===== src/rtl/tlb_refill_arbiter.sv =====
// tlb_refill_arbiter: shares the single TLB search port between the ITLB and
// DTLB refill buffers and the MEM-stage TLB management instructions.
// A refill lookup takes LOOKUP then RESP. A management op takes one MGMT cycle.
// A TLB write (TLBWI/TLBWR) is followed by a flush pulse to both buffers.
// Build option: define TLB_ARB_RR_EN for round-robin between ITLB and DTLB.
// When it is undefined, the DTLB request always wins.
module tlb_refill_arbiter (
  input  logic        clk,
  input  logic        rst,
  input  logic        i_req,
  input  logic [18:0] i_vpn2,
  input  logic        d_req,
  input  logic [18:0] d_vpn2,
  input  logic        mgmt_req,
  input  logic        mgmt_isw,
  input  logic        tlb_found,
  input  logic [77:0] tlb_entry,
  output logic [18:0] srch_vpn2,
  output logic        i_ack,
  output logic        d_ack,
  output logic        rsp_found,
  output logic [77:0] rsp_entry,
  output logic        mgmt_gnt,
  output logic        tlb_flush,
  output logic        busy
);

  typedef enum logic [1:0] {
    IDLE   = 2'd0,
    LOOKUP = 2'd1,
    RESP   = 2'd2,
    MGMT   = 2'd3
  } state_t;

  state_t      state;
  state_t      state_nxt;
  logic        win_d;
  logic        pick_d;
  logic [18:0] lat_vpn2;
  logic        start_lookup;

`ifdef TLB_ARB_RR_EN
  // rr_ptr = 1 means the DTLB has priority on the next tie.
  logic rr_ptr;

  // Choose the refill winner: a lone requester wins, and rr_ptr breaks a tie.
  always_comb begin
    pick_d = d_req && (!i_req || rr_ptr);
  end

  // After each response, hand priority to the requester that did not win.
  always_ff @(posedge clk) begin
    if (rst) begin
      rr_ptr <= 1'b0;
    end else if (state == RESP) begin
      rr_ptr <= ~win_d;
    end
  end
`else
  // Fixed priority: the DTLB wins whenever it is requesting.
  always_comb begin
    pick_d = d_req;
  end
`endif

  // A refill starts only from IDLE, and only when no management op is waiting.
  always_comb begin
    start_lookup = (state == IDLE) && !mgmt_req && (i_req || d_req);
  end

  // Next-state logic. Once a lookup or a management op has started, it runs
  // to completion.
  always_comb begin
    state_nxt = state;
    case (state)
      IDLE: begin
        if (mgmt_req) begin
          state_nxt = MGMT;
        end else if (i_req || d_req) begin
          state_nxt = LOOKUP;
        end
      end
      LOOKUP:  state_nxt = RESP;
      RESP:    state_nxt = IDLE;
      MGMT:    state_nxt = IDLE;
      default: state_nxt = IDLE;
    endcase
  end

  // State register.
  always_ff @(posedge clk) begin
    if (rst) begin
      state <= IDLE;
    end else begin
      state <= state_nxt;
    end
  end

  // Latch the winner and its VPN2 when a lookup starts.
  // The VPN2 is latched so the search port stays stable even if the
  // requester drops its request.
  always_ff @(posedge clk) begin
    if (rst) begin
      win_d    <= 1'b0;
      lat_vpn2 <= '0;
    end else if (start_lookup) begin
      win_d    <= pick_d;
      lat_vpn2 <= pick_d ? d_vpn2 : i_vpn2;
    end
  end

  // Capture the search result at the end of LOOKUP.
  // The captured result holds until the next lookup.
  always_ff @(posedge clk) begin
    if (rst) begin
      rsp_found <= 1'b0;
      rsp_entry <= '0;
    end else if (state == LOOKUP) begin
      rsp_found <= tlb_found;
      rsp_entry <= tlb_entry;
    end
  end

  // Pulse the flush in the cycle after a TLB write has been granted.
  always_ff @(posedge clk) begin
    if (rst) begin
      tlb_flush <= 1'b0;
    end else begin
      tlb_flush <= (state == MGMT) && mgmt_isw;
    end
  end

  // Decode the strobes from the state. They are masked by rst, so an
  // aborted operation never shows an ack or a grant.
  always_comb begin
    srch_vpn2 = lat_vpn2;
    i_ack     = (state == RESP) && !win_d && !rst;
    d_ack     = (state == RESP) &&  win_d && !rst;
    mgmt_gnt  = (state == MGMT) && !rst;
    busy      = (state != IDLE);
  end

endmodule


===== config.mk =====
export PLATFORM = sky130hd
export DESIGN_NAME = tlb_refill_arbiter
export DESIGN_NICKNAME = d
export VERILOG_FILES = /design/src/rtl/tlb_refill_arbiter.sv
export SDC_FILE = /design/constraint.sdc
export NUM_CORES = 1
export LEC_CHECK = 0
export ABC_CLOCK_PERIOD_IN_PS = 1800
export BUFFER_PORTS_ARGS = -buffer_cell sky130_fd_sc_hd__buf_2
export CORE_MARGIN = 4
export CORE_UTILIZATION = 43
export CTS_CLUSTER_DIAMETER = 50
export DETAILED_ROUTE_END_ITERATION = 10
export PLACE_DENSITY = 0.87
export SLEW_MARGIN = 10
export SYNTH_ARGS = -nofsm -noshare
export SYNTH_HDL_FRONTEND = slang
export SYNTH_SLANG_ARGS = --single-unit

===== constraint.sdc =====
create_clock -name clk -period 1.8 [get_ports clk]
set_input_delay 0.09 -clock clk [delete_from_list [all_inputs] [get_ports clk]]
set_output_delay 0.09 -clock clk [all_outputs]
set_load 0.02 [all_outputs]

# After elaboration in Yosys (flattened, before gate mapping)
# Cells that the tools add are included.
# totals
register_bits,102
word_cells,29
# classes
n_reduce_logical,15
n_eq_ne,4
muxes,4
# op_table
cell,count
$mux W19,1
$logic_and A1 B1 Y1,8
$pmux W2 S3,1
$eq A2 B2 Y1 const B,2
$mux W2,2
$logic_not A1 Y1,3
$ne A3 B2 Y1 const B,1
$eq A2 B1 Y1 const B,1
$logic_not A2 Y1,1
$reduce_bool A2 Y1,1
$reduce_or A2 Y1,1
$logic_or A1 B1 Y1,1

# Logic depth before layout (Yosys ltp)
# logic_depth
word_depth,4
depth_mapped,6
mapped_depth_nobuf,3

# Worst setup path after synthesis
# No wires, ideal clock.
# synth_path
path_kind,reg-to-reg
start,register state[1]
end,"register lat_vpn2[10], in the netlist srch_vpn2[10]"
t_required_ns,1.655
arrival_time_ns,1.103
path_slack_ns,0.553
path_stages_with_launch,6
path_cell_list,dfxtp_1 nor3_2 and2_1 buf_2 buf_6 a211oi_2
# synth_between
elab_chain_len,3
# synth_rtl
element,line,rtl
from (decl),35,state_t state;
from (signal assigned),95,state <= state_nxt;
$logic_not A2 Y1,68,start_lookup = (state == IDLE) && !mgmt_req && (i_req || d_req);
$logic_and A1 B1 Y1 (2 in series),68,
to (signal assigned),108,lat_vpn2 <= pick_d ? d_vpn2 : i_vpn2;
to (decl),39,logic [18:0] lat_vpn2;
# No other way between the ends.
# A chain may end at the register's enable or synchronous reset.

# Worst setup path in the final report
# layout_path
start,register state[1]
end,register rsp_entry[75]
# layout_between
elab_chain_len,1
# layout_rtl
element,line,rtl
$eq A2 B1 Y1,118,end else if (state == LOOKUP) begin
to (signal assigned),120,rsp_entry <= tlb_entry;
to (decl),22,"output logic [77:0] rsp_entry,"
# No other way between the ends.

==> qor.csv <==
stage,metric,value,unit
sta,hold_viol,0,
floorplan,rows,34,
cells_and_area,drive_above_1_share,35.7,%
place,hpwl,8230,um
sta,timing.final.max_slew_violations,0,
pwr,clkPwrFrac,28.3,%
min_path,hold_path.class,input port to flip-flop,
clocking,clk_latency,0.34,ns
synthesis,synthCells,450,
synthesis,synth_nets,573,
cells_and_area,ff_latch_area,2040,um2
floorplan,die_area,10400,um2
synthesis,async_reset_ff_share,0,%
sta,rsz0062_at_grt,false,
global_routing,antenna_found_initial,0,
sta,fmax,0.667,GHz
clocking,h-tree-depth,3,
clocking,numClockSinks,102,
pwr,peakVddDrop,0.541,mV
floorplan,io_pins,226,
detailed_routing,vias,4325,
worst_setup_path,startpoint_type,flip-flop,
worst_setup_path,rr_startpoint,state[1],
sta,finalCriticalPeriod,1.50,ns
sta,setup_tns,0,ns
worst_setup_path,crit_fanout,42,
global_routing,grt_busiest_layer,met2,
pwr,swShare,29.0,%
detailed_routing,vias_per_cell,5.07,
clocking,post_cts_buffers,0,
detailed_routing,wl_per_cell,15.6,um
detailed_routing,ant_nets,0,
clocking,cts_tree,built,
sta,finalSetupViolCount,0,
outcome,outcome,"complete, no violations",
global_routing,grt_use_met3,6.76,%
global_routing,overflow,0,
cells_and_area,fin_area,5990,um2
worst_setup_path,cp-startpoint,state[1],
synthesis,avgSynthCellArea,8.48,um2
worst_setup_path,crit_path_end_kind,flip-flop,
pwr,p_leak,2.80,nW
clocking,cts_root_buffer,clkbuf_8,
clocking,postCtsHoldBufs,78,
min_path,min-delay-start,tlb_entry[17],
clocking,path_clk_slew,0.09,ns
global_routing,grt_pass1_vias,4442,
floorplan,start_util,44.0,%
synthesis,synth-seq-area-share,53.5,%
sta,finClkSkew,0.0147,ns
pwr,combPwrFrac,22.2,%
synthesis,ys_seq_elements,102,
global_routing,grt_usage,24.7,%
sta,layout_setup_ws,0.301,ns
pwr,power_density,843,nW/um2
place,dpl_cell_area,5000,um2
cells_and_area,syn_to_final_growth,56.9,%
sta,worst_slew_pin_slew,0.555,ns
worst_setup_path,cp.arrival,1.75,ns
synthesis,syn_area,3820,um2
worst_setup_path,cp.required,2.05,ns
clocking,cts.path.max_buffers,2,
cells_and_area,diodes,0,
global_routing,grtUsageMet1,23.5,%
sta,fin_crit_sh,83.3,%
pwr,p_int,3.58,mW
detailed_routing,drt_iter0_markers,145,
detailed_routing,firstDrtPassIters,5,
synthesis,synth_cell_types,23,
floorplan,core,8680,um2
cells_and_area,layout.nets,863,
global_routing,met2_usage,46.8,%
detailed_routing,post-route-drc-count,0,
global_routing,grt_max_degree,54,
cells_and_area,multi_input_area,1590,um2
global_routing,grt_pass1_wl,20400,um
worst_setup_path,critical_path_class,flip-flop to flip-flop,
synthesis,synth_ff_type,dfxtp_1,
sta,relSlewSlack,63.0,%
clocking,ctsResizeCount,0,
synthesis,yosysWarnings,0,
place,dp_slack,0.386,ns
detailed_routing,totalWireLength,13300,um
cells_and_area,fillers,637,
clocking,cts_buffers,9,
place,io_buffers,225,
pwr,seq_power_share,49.5,%
floorplan,fp.dieH,102,um
synthesis,synth-edff-count,0,
place,globalplace.congestion,0.787,
pwr,power_switching,1.46,mW
floorplan,fp.dieW,102,um
job,drv_cap,0,
==> worst paths after layout <==
check	cells after the start	end	slack (ns)
worst max register to register	4	rsp_entry[75]	0.30
worst max-delay path	4	rsp_entry[75]	0.30
worst min register to register	2	rsp_entry[20]	0.46
worst min-delay path	3	rsp_entry[17]	0.02
==> sequential cells by signal, summed over array words and instances (netlist names) <==
signal	flops
tlb_flush	1
state	2
srch_vpn2	19
rsp_found	1
win_d	1
rsp_entry	78
==> Yosys cell counts (2+ instances only) <==
cell	instances	share of area, %
a21oi_1	99	13
a211oi_2	10	3.3
a211oi_1	9	1.8
clkbuf_1	12	1.2
buf_2	19	2.5
nand2_1	159	16
buf_6	4	1.2
dfxtp_1	102	54
nor2_1	2	0.20
mux2i_1	19	5.0
nor3_1	2	0.26
and2_1	2	0.33
==> worst max-delay path: stages (launching register included) <==
cell and delay, ns:
dfxtp_1 0.51, nand2b_2 0.19, buf_4 0.37, nand2_1 0.13, a21oi_1 0.22
==> cell type report <==
cell class,count,area share (%)
clock buffers,12,2.42
clock inverters,4,0.920
multi-input cells,311,26.5
flip-flops and latches,102,34.1
well taps,108,2.26
repair buffers,316,33.8
==> logic make-up after synthesis <==
logic type	share of synthesized area [%]
AND/OR/NAND/NOR	18.1
AO/OA/AOI/OAI	18.3
flip-flops	53.5
buffers and inverters	5.15
multiplexers	4.98
==> metrics by stage <==
| step | std cells | utilization, % | power (mW) | hold WS (ns) |
|---|---|---|---|---|
| CTS | 852 | 68.9 | 5.08 | 0.00107 |
| global placement | 758 | 57.6 | 3.47 | 0.314 |
| detailed placement | 758 | 57.6 | 3.51 | 0.321 |
| global route | 853 | 69.0 | 5.29 | 0.00864 |
| finish | 853 | 69.0 | 5.05 | 0.0218 |
| floorplan | 450 | - | 3.13 | 0.212 |
==> cells in the final DEF (no fill, tap or decap), types with 2 or more instances in the layout <==
cell and instances:
nor2_1 2, a21oi_1 99, clkbuf_8 10, and2_1 2
buf_2 224, nand2_1 159, nor3_1 2, mux2i_1 19
buf_4 12, dlygate4sd3_1 79, a211oi_1 9, clkbuf_1 2
dfxtp_1 102, a211oi_2 10
==> routing by layer <==
| metal | routed length, um | part of all wire (%) |
|---|---|---|
| met1 | 4590 | 34 |
| met5 | 0 | 0 |
| met3 | 933 | 7.0 |
| met2 | 7210 | 54 |
| met4 | 585 | 4.4 |
==> power by group through the flow <==
| stage | logic, mW | clock network, mW | registers [mW] |
|---|---|---|---|
| 6_report | 1.12 | 1.43 | 2.50 |
| 4_1_cts | 1.10 | 1.49 | 2.49 |
| 2_1_floorplan | 0.415 | 0 | 2.72 |
| 3_5_place_dp | 0.965 | 0 | 2.54 |
| 5_1_grt | 1.21 | 1.56 | 2.51 |
| 3_3_place_gp | 0.931 | 0 | 2.54 |
(Power assumes the default switching activity.)
